$ cat config.mk
export PLATFORM = sky130hd
export DESIGN_NAME = ysyx_23060337_pipe_skid
export DESIGN_NICKNAME = d
export VERILOG_FILES = /design/src/rtl/ysyx_23060337_pipe_skid.sv
export SDC_FILE = /design/constraint.sdc
export NUM_CORES = 1
export LEC_CHECK = 0
export ABC_CLOCK_PERIOD_IN_PS = 2300
export BUFFER_PORTS_ARGS = -buffer_cell sky130_fd_sc_hd__buf_2
export CAP_MARGIN = 20
export CELL_PAD_IN_SITES_DETAIL_PLACEMENT = 1
export CELL_PAD_IN_SITES_GLOBAL_PLACEMENT = 1
export CORE_AREA = 5 5 94 96
export CTS_CLUSTER_DIAMETER = 30
export DETAILED_ROUTE_END_ITERATION = 7
export DIE_AREA = 0 0 99 101
export GPL_TIMING_DRIVEN = 0
export HOLD_SLACK_MARGIN = 0.06
export MAX_ROUTING_LAYER = met4
export PLACE_DENSITY_LB_ADDON = 0.1
export SKIP_CTS_REPAIR_TIMING = 1
export SLEW_MARGIN = 20
export SYNTH_ARGS = -nofsm -noshare
export SYNTH_HDL_FRONTEND = slang
export SYNTH_SLANG_ARGS = --single-unit
export TNS_END_PERCENT = 50
$ cat constraint.sdc
create_clock -name clk -period 2.3 [get_ports clk]
set_input_delay 0.345 -clock clk [delete_from_list [all_inputs] [get_ports clk]]
set_output_delay 0.345 -clock clk [all_outputs]
set_load 0.1 [all_outputs]
$ cat src/rtl/ysyx_23060337_pipe_skid.sv
//==============================================================================
// Module   : ysyx_23060337_pipe_skid
// Purpose  : two-entry valid/ready skid buffer between NPC stages, with flush.
//            Optional stall counter: define YSYX_23060337_PIPE_PERF_EN.
// Revision : 1.0
//==============================================================================
`default_nettype none

// Write-enabled flop with synchronous active-high reset.
module ysyx_23060337_Reg #(
  parameter int                 WIDTH     = 32,
  parameter logic [WIDTH-1:0]   RESET_VAL = '0
) (
  input  logic             clk,
  input  logic             rst,
  input  logic             i_wen,
  input  logic [WIDTH-1:0] i_din,
  output logic [WIDTH-1:0] o_dout
);
  always_ff @(posedge clk) begin
    if (rst)        o_dout <= RESET_VAL;
    else if (i_wen) o_dout <= i_din;
  end
endmodule

module ysyx_23060337_pipe_skid #(
  parameter int               WIDTH     = 32,
  parameter logic [WIDTH-1:0] RESET_VAL = '0
) (
  input  logic             clk,
  input  logic             rst,
  input  logic             flush,
  input  logic             in_valid,
  output logic             in_ready,
  input  logic [WIDTH-1:0] in_data,
  output logic             out_valid,
  input  logic             out_ready,
  output logic [WIDTH-1:0] out_data
`ifdef YSYX_23060337_PIPE_PERF_EN
  ,
  output logic [31:0]      stall_cnt
`endif
);

  typedef enum logic [1:0] {
    S_EMPTY = 2'd0,
    S_BUSY  = 2'd1,
    S_FULL  = 2'd2
  } state_t;

  state_t           r_state;
  logic [WIDTH-1:0] r_main;
  logic [WIDTH-1:0] r_skid;
  logic             w_in_fire;
  logic             w_out_fire;
  logic             w_main_wen;
  logic             w_skid_wen;
  logic [WIDTH-1:0] w_main_din;

  // Handshake outputs decode registered state only: no out_ready->in_ready path.
  assign in_ready   = (r_state != S_FULL);
  assign out_valid  = (r_state != S_EMPTY);
  assign out_data   = r_main;
  assign w_in_fire  = in_valid & in_ready;
  assign w_out_fire = out_valid & out_ready;

  // A flush voids any handshake in the same cycle, so no register is written.
  always_comb begin
    w_main_wen = 1'b0;
    w_skid_wen = 1'b0;
    w_main_din = in_data;
    if (!flush) begin
      unique case (r_state)
        S_EMPTY: w_main_wen = w_in_fire;
        S_BUSY: begin
          if (w_in_fire && w_out_fire) w_main_wen = 1'b1;
          else if (w_in_fire)          w_skid_wen = 1'b1;
        end
        S_FULL: begin
          if (w_out_fire) begin
            w_main_wen = 1'b1;
            w_main_din = r_skid;
          end
        end
        default: ;
      endcase
    end
  end

  ysyx_23060337_Reg #(.WIDTH(WIDTH), .RESET_VAL(RESET_VAL)) u_main (
    .clk    (clk),
    .rst    (rst),
    .i_wen  (w_main_wen),
    .i_din  (w_main_din),
    .o_dout (r_main)
  );

  ysyx_23060337_Reg #(.WIDTH(WIDTH), .RESET_VAL(RESET_VAL)) u_skid (
    .clk    (clk),
    .rst    (rst),
    .i_wen  (w_skid_wen),
    .i_din  (in_data),
    .o_dout (r_skid)
  );

  always_ff @(posedge clk) begin
    if (rst || flush) begin
      r_state <= S_EMPTY;
    end else begin
      unique case (r_state)
        S_EMPTY: if (w_in_fire) r_state <= S_BUSY;
        S_BUSY: begin
          if (w_in_fire && !w_out_fire)      r_state <= S_FULL;
          else if (!w_in_fire && w_out_fire) r_state <= S_EMPTY;
        end
        S_FULL:  if (w_out_fire) r_state <= S_BUSY;
        default: r_state <= S_EMPTY;
      endcase
    end
  end

`ifdef YSYX_23060337_PIPE_PERF_EN
  // Counts downstream backpressure cycles; survives flush, wraps naturally.
  logic [31:0] r_stall_cnt;
  always_ff @(posedge clk) begin
    if (rst)                         r_stall_cnt <= 32'd0;
    else if (out_valid && !out_ready) r_stall_cnt <= r_stall_cnt + 32'd1;
  end
  assign stall_cnt = r_stall_cnt;
`endif

endmodule

`default_nettype wire

==> flow_summary.ini, run 1 <==
[clocking]
cts-htree-levels = 3
worstSkewPairLatency_ns = 0.34
clock_path_buffers = 2
numCtsBuffers = 9
cts_sinks = 66
cts_tree = done
clk_pin_slew_ns = 0.07
cts.root.buffer_cell = clkbuf_8

[placement]
gp_congestion = 0.704
numPortBuffers = 69
dp.final_hpwl_mm = 5.63

[sta]
worst_pin_slew_ns = 0.744
fin_worst_skew_ns = 0.00738
relSlewSlack_pct = 50.4
drv_slew = 0
setup_viol = 0
finalCriticalPeriod_ns = 2.09
grt_setup_unrepaired = no
max_freq_mhz = 478
finalHoldViolCount = 0
tns_ns = 0
fin_crit_sh_pct = 90.9

[setup_path]
cp_max_fo = 10
start_kind = flip-flop
crit_type = flip-flop to flip-flop
cp.arrival_ns = 2.28
crit_path_start = r_state[1]
cp_top_family = simple AND/OR/NAND/NOR gates
crit_slowest_cell = buf_2
worst_r2r_endpoint = u_main.o_dout[7]
reg2reg_depth = 8
cp-end-kind = flip-flop
crit_cells = 8
rr_startpoint = r_state[1]
timing.critical_path.to = u_main.o_dout[7]
rrSetupSlack_ns = 0.21
slowest_delay_ns = 0.35
path_cells = buf_6, or2_4, and2_1, ha_1, mux2_4, nand2_1, buf_2, a221oi_2
worstPathRequired_ns = 2.49
worstPathBufferInverterCount = 2

[synth]
yosysSeqAreaShare_pct = 43.4
synth.distinct_cells = 28
yosys.area.top_type = dfxtp_1
synth_top_area_share_pct = 43.4
synth_edf_count = 0
synth.avg_cell_area_um2 = 9.73
async_reset_ff_share_pct = 0
synth-seq-cells = 66
synth_fp_nets = 353
yosysWarnings = 0
synth_ff_type = dfxtp_1
synthTopCellsByArea = dfxtp_1, a221oi_2, mux2i_1, nand2_1, a21oi_1
netlist_area_mm2 = 0.00305
synthCells = 313

[power_and_ir_drop]
cellLeakagePower_nw = 1.72
pwr_density_cell_mw_per_mm2 = 755
total_power_mw = 2.82
p_seq_share_pct = 43.1
combPwrFrac_pct = 21.1
sw_frac_of_total_pct = 32.3
vdd_drop_max_mv = 0.371
switchingPower_mw = 0.911
power_frac_clock_pct = 35.8
intPower_mw = 1.91

[finish]
finalNetCount = 432
layout_common_cells = buf_2, dfxtp_1, nand2_1, nor2_1
mostFrequentLayoutCell = buf_2
diodes = 0
final_util_pct = 46.9
area_growth_pct = 22.8
layout-drive-gt1-share_pct = 34.3

[grt]
antenna_found_initial = 0
grt_use_total_pct = 16.9
grt_pass1_wl_mm = 12.9
overflow = 0
grt_pass1_vias = 2639
grt_max_degree = 11

[floorplan]
die_h_um = 101
start_util_pct = 38.2
num_rows = 33
fp.dieArea_mm2 = 0.0100
core_mm2 = 0.00797
pin_count = 71
fp.dieW_um = 99

[drt]
firstDrtPassIters = 4
drc = 0
wire_per_inst_um = 15.6
avgViaCountPerCell = 5.02
ant_nets = 0
drt_iter0_drc = 65
via_count = 2515
drt-total-wl_mm = 7.82

[worst_hold_path]
hp-class = input pin to flip-flop

[run]
drv_cap = 0

[outcome]
status = complete, no violations
-- worst min path at each step --
stage                            from           endpoint  slack, ns  cells past startpoint
floorplan                       flush         r_state[1]       0.42                      1
global placement    u_skid.o_dout[20]  u_skid.o_dout[20]       0.44                      2
detailed placement  u_skid.o_dout[18]  u_skid.o_dout[18]       0.45                      2
CTS                             flush         r_state[0]       0.24                      2
global route               in_data[4]   u_skid.o_dout[4]       0.24                      3
finish                          flush         r_state[0]       0.24                      2
-- sequential cells by signal (all words and copies together) (netlist names) --
name and cells:
r_state 2, u_skid.o_dout 32, u_main.o_dout 32
-- layer usage --
metal	global-route usage, %	vias to the layer above	routed length, µm
met5	-	-	0
met1	20.7	1198	3730
li1	-	1261	-
met2	27.4	47	3660
met3	4.78	9	338
met4	4.94	0	98
-- Yosys cell counts (3+ instances only) --
library cell	count
nand2_1	65
dfxtp_1	66
buf_2	6
buf_6	6
a221oi_2	30
a21oi_1	32
nor2_1	33
dlymetal6s2s_1	3
buf_4	4
nand2b_1	3
ha_1	3
clkbuf_1	11
mux2i_1	32
-- stage by stage --
step                      worst slack (ns)  cells  cell area [µm²]  hold slack [ns]
after floorplan                      0.193    313             3060            0.422
after global placement               0.170    487             3530            0.440
after detailed placement            0.0845    487             3530            0.446
after CTS                           0.0521    502             3740            0.235
after global routing                0.0496    501             3740            0.236
final                                0.209    501             3740            0.243
-- logic make-up (layout without fill, tap and decap cells) --
logic type	Yosys count	count (layout)	share of synthesized area [%]
adder cells (fa/ha/maj)	3	3	1.23
multiplexers	33	33	11.0
AND/OR/NAND/NOR	111	111	15.4
AO/OA/AOI/OAI	68	68	21.9
buffers and inverters	32	115	7.03
flip-flops	66	66	43.4
-- layout make-up --
| class | instances | area (µm²) |
|---|---|---|
| buffer | 30 | 213 |
| clock buffer | 13 | 169 |
| clock inverter | 2 | 35.0 |
| fill | 960 | 4230 |
| inverter | 1 | 3.75 |
| multi-input combinational | 215 | 1520 |
| sequential | 66 | 1320 |
| tap | 105 | 131 |
| timing repair buffer | 69 | 345 |
-- power by group through the flow --
stage	sequential (mW)	clock (mW)	combinational, mW
floorplan	1.53	0	0.186
global placement	1.24	0	0.598
detailed placement	1.24	0	0.602
CTS	1.22	1.04	0.603
global route	1.22	1.09	0.630
finish	1.22	1.01	0.596
No activity file was read; power rests on OpenSTA's default activity.
==> run 2, diff against run 1 <==
--- a/config.mk
+++ b/config.mk
@@ -10,10 +10,10 @@
 export CAP_MARGIN = 20
 export CELL_PAD_IN_SITES_DETAIL_PLACEMENT = 1
 export CELL_PAD_IN_SITES_GLOBAL_PLACEMENT = 1
-export CORE_AREA = 5 5 94 96
+export CORE_AREA = 5 5 86 104
 export CTS_CLUSTER_DIAMETER = 30
 export DETAILED_ROUTE_END_ITERATION = 7
-export DIE_AREA = 0 0 99 101
+export DIE_AREA = 0 0 91 109
 export GPL_TIMING_DRIVEN = 0
 export HOLD_SLACK_MARGIN = 0.06
 export MAX_ROUTING_LAYER = met4
==> flow_summary.ini, run 2 (same netlist as run 1, synthesis figures left out) <==
[floorplan]
die_h_um = 109
fp.dieW_um = 91
fp.dieArea_mm2 = 0.00992
pin_count = 71
core_mm2 = 0.00788
start_util_pct = 38.6
num_rows = 36

[clocking]
cts-htree-levels = 3
numCtsBuffers = 9
cts_sinks = 66
cts_tree = done
clock_path_buffers = 2
cts.root.buffer_cell = clkbuf_8
clk_pin_slew_ns = 0.08
worstSkewPairLatency_ns = 0.33

[power_and_ir_drop]
cellLeakagePower_nw = 1.70
pwr_density_cell_mw_per_mm2 = 725
vdd_drop_max_mv = 0.382

[drt]
ant_nets = 0
drt-total-wl_mm = 8.04
wire_per_inst_um = 16.4
firstDrtPassIters = 4
via_count = 2563
drt_iter0_drc = 75
avgViaCountPerCell = 5.22
drc = 0

[sta]
fin_crit_sh_pct = 93.0
fin_worst_skew_ns = 0.0117
relSlewSlack_pct = 51.5
drv_slew = 0
grt_setup_unrepaired = no
holdWs_ns = 0.252
tns_ns = 0
finalCriticalPeriod_ns = 2.14
worst_pin_slew_ns = 0.727
max_freq_mhz = 468
finalHoldViolCount = 0
setup_viol = 0
fin_ws_ns = 0.162

[grt]
overflow = 0
grt_use_total_pct = 17.5
grt_pass1_wl_mm = 13.6
antenna_found_initial = 0
grt_max_degree = 11
grt_pass1_vias = 2777

[worst_hold_path]
hp-class = input pin to flip-flop
hold_start = in_data[10]
hold_end = u_skid.o_dout[10]
hold_depth = 3

[setup_path]
rr_startpoint = r_state[1]
worst_r2r_endpoint = u_main.o_dout[22]
worstPathRequired_ns = 2.48
start_kind = flip-flop
cp.arrival_ns = 2.32
crit_type = flip-flop to flip-flop
cp_max_fo = 10
cp-end-kind = flip-flop
rrSetupSlack_ns = 0.16
crit_slowest_cell = buf_2
worstPathBufferInverterCount = 2
reg2reg_depth = 8
cp_top_family = simple AND/OR/NAND/NOR gates
path_cells = buf_6, or2_4, and2_1, ha_1, mux2_4, nand2_1, buf_2, a221oi_2
slowest_delay_ns = 0.37

[placement]
numPortBuffers = 69
post-place-ws_ns = 0.153
dp.final_hpwl_mm = 5.91
dp_cells = 477
gp_congestion = 0.731

[finish]
diodes = 0
area_growth_pct = 21.4
final_cells = 491
layout-drive-gt1-share_pct = 34.3
finalNetCount = 432
layout_common_cells = buf_2, dfxtp_1, nand2_1, nor2_1
final_util_pct = 46.9
top_regs = u_main.o_dout x32, u_skid.o_dout x32, r_state x2
mostFrequentLayoutCell = buf_2

[outcome]
status = complete, no violations

[run]
drv_cap = 0
-- run 2: cell count changes in the layout (fill, tap and decap cells not counted), sizes merged --
cell,change
buf,-2
bufinv,-1
clkbuf,+1
clkinv,+2
-- run 2: layout make-up --
class	count	area (µm²)
sequential	66	1320
inverter	1	3.75
timing repair buffer	69	345
clock buffer	12	155
fill	934	4190
tap	95	119
clock inverter	3	15.0
buffer	30	218
multi-input combinational	215	1520
-- run 2: worst max path at each step --
stage                    start                end  slack, ns  depth (start not counted)
floorplan           r_state[1]  u_main.o_dout[10]       0.19                          8
global placement    r_state[1]  u_skid.o_dout[31]       0.18                         10
detailed placement  r_state[1]  u_skid.o_dout[11]       0.15                         10
CTS                 r_state[1]  u_skid.o_dout[11]       0.13                         10
global route        r_state[1]   u_main.o_dout[6]       0.05                          8
finish              r_state[1]  u_main.o_dout[22]       0.16                          8
-- run 2: worst min-delay path, delay by kind of cell --
| kind | cells | cell delay [ns] |
|---|---|---|
| buf+inv | 1 | 0.10 |
| compound gates | 1 | 0.05 |
| simple gates | 1 | 0.05 |
-- run 2: metal layers --
layer / vias to the layer above / global-route usage [%] / routed length, µm / share of wire [%]
met3: 15 / 4.00 / 383 / 4.8
li1: 1259 / - / - / -
met2: 56 / 28.5 / 3900 / 48
met4: 0 / 7.34 / 171 / 2.1
met5: - / - / 0 / 0
met1: 1233 / 20.9 / 3590 / 45
-- run 2: through the flow --
step / power [mW] / area, µm²
2_1_floorplan: 1.72 / 3060
3_3_place_gp: 1.84 / 3520
3_5_place_dp: 1.85 / 3520
4_1_cts: 2.71 / 3690
5_1_grt: 2.79 / 3700
6_report: 2.68 / 3700
-- run 2: power by group --
part	switching, mW	internal [mW]	leakage (nW)
sequential	0.0246	1.19	0.538
combinational	0.463	0.137	1.07
clock	0.425	0.439	0.0920
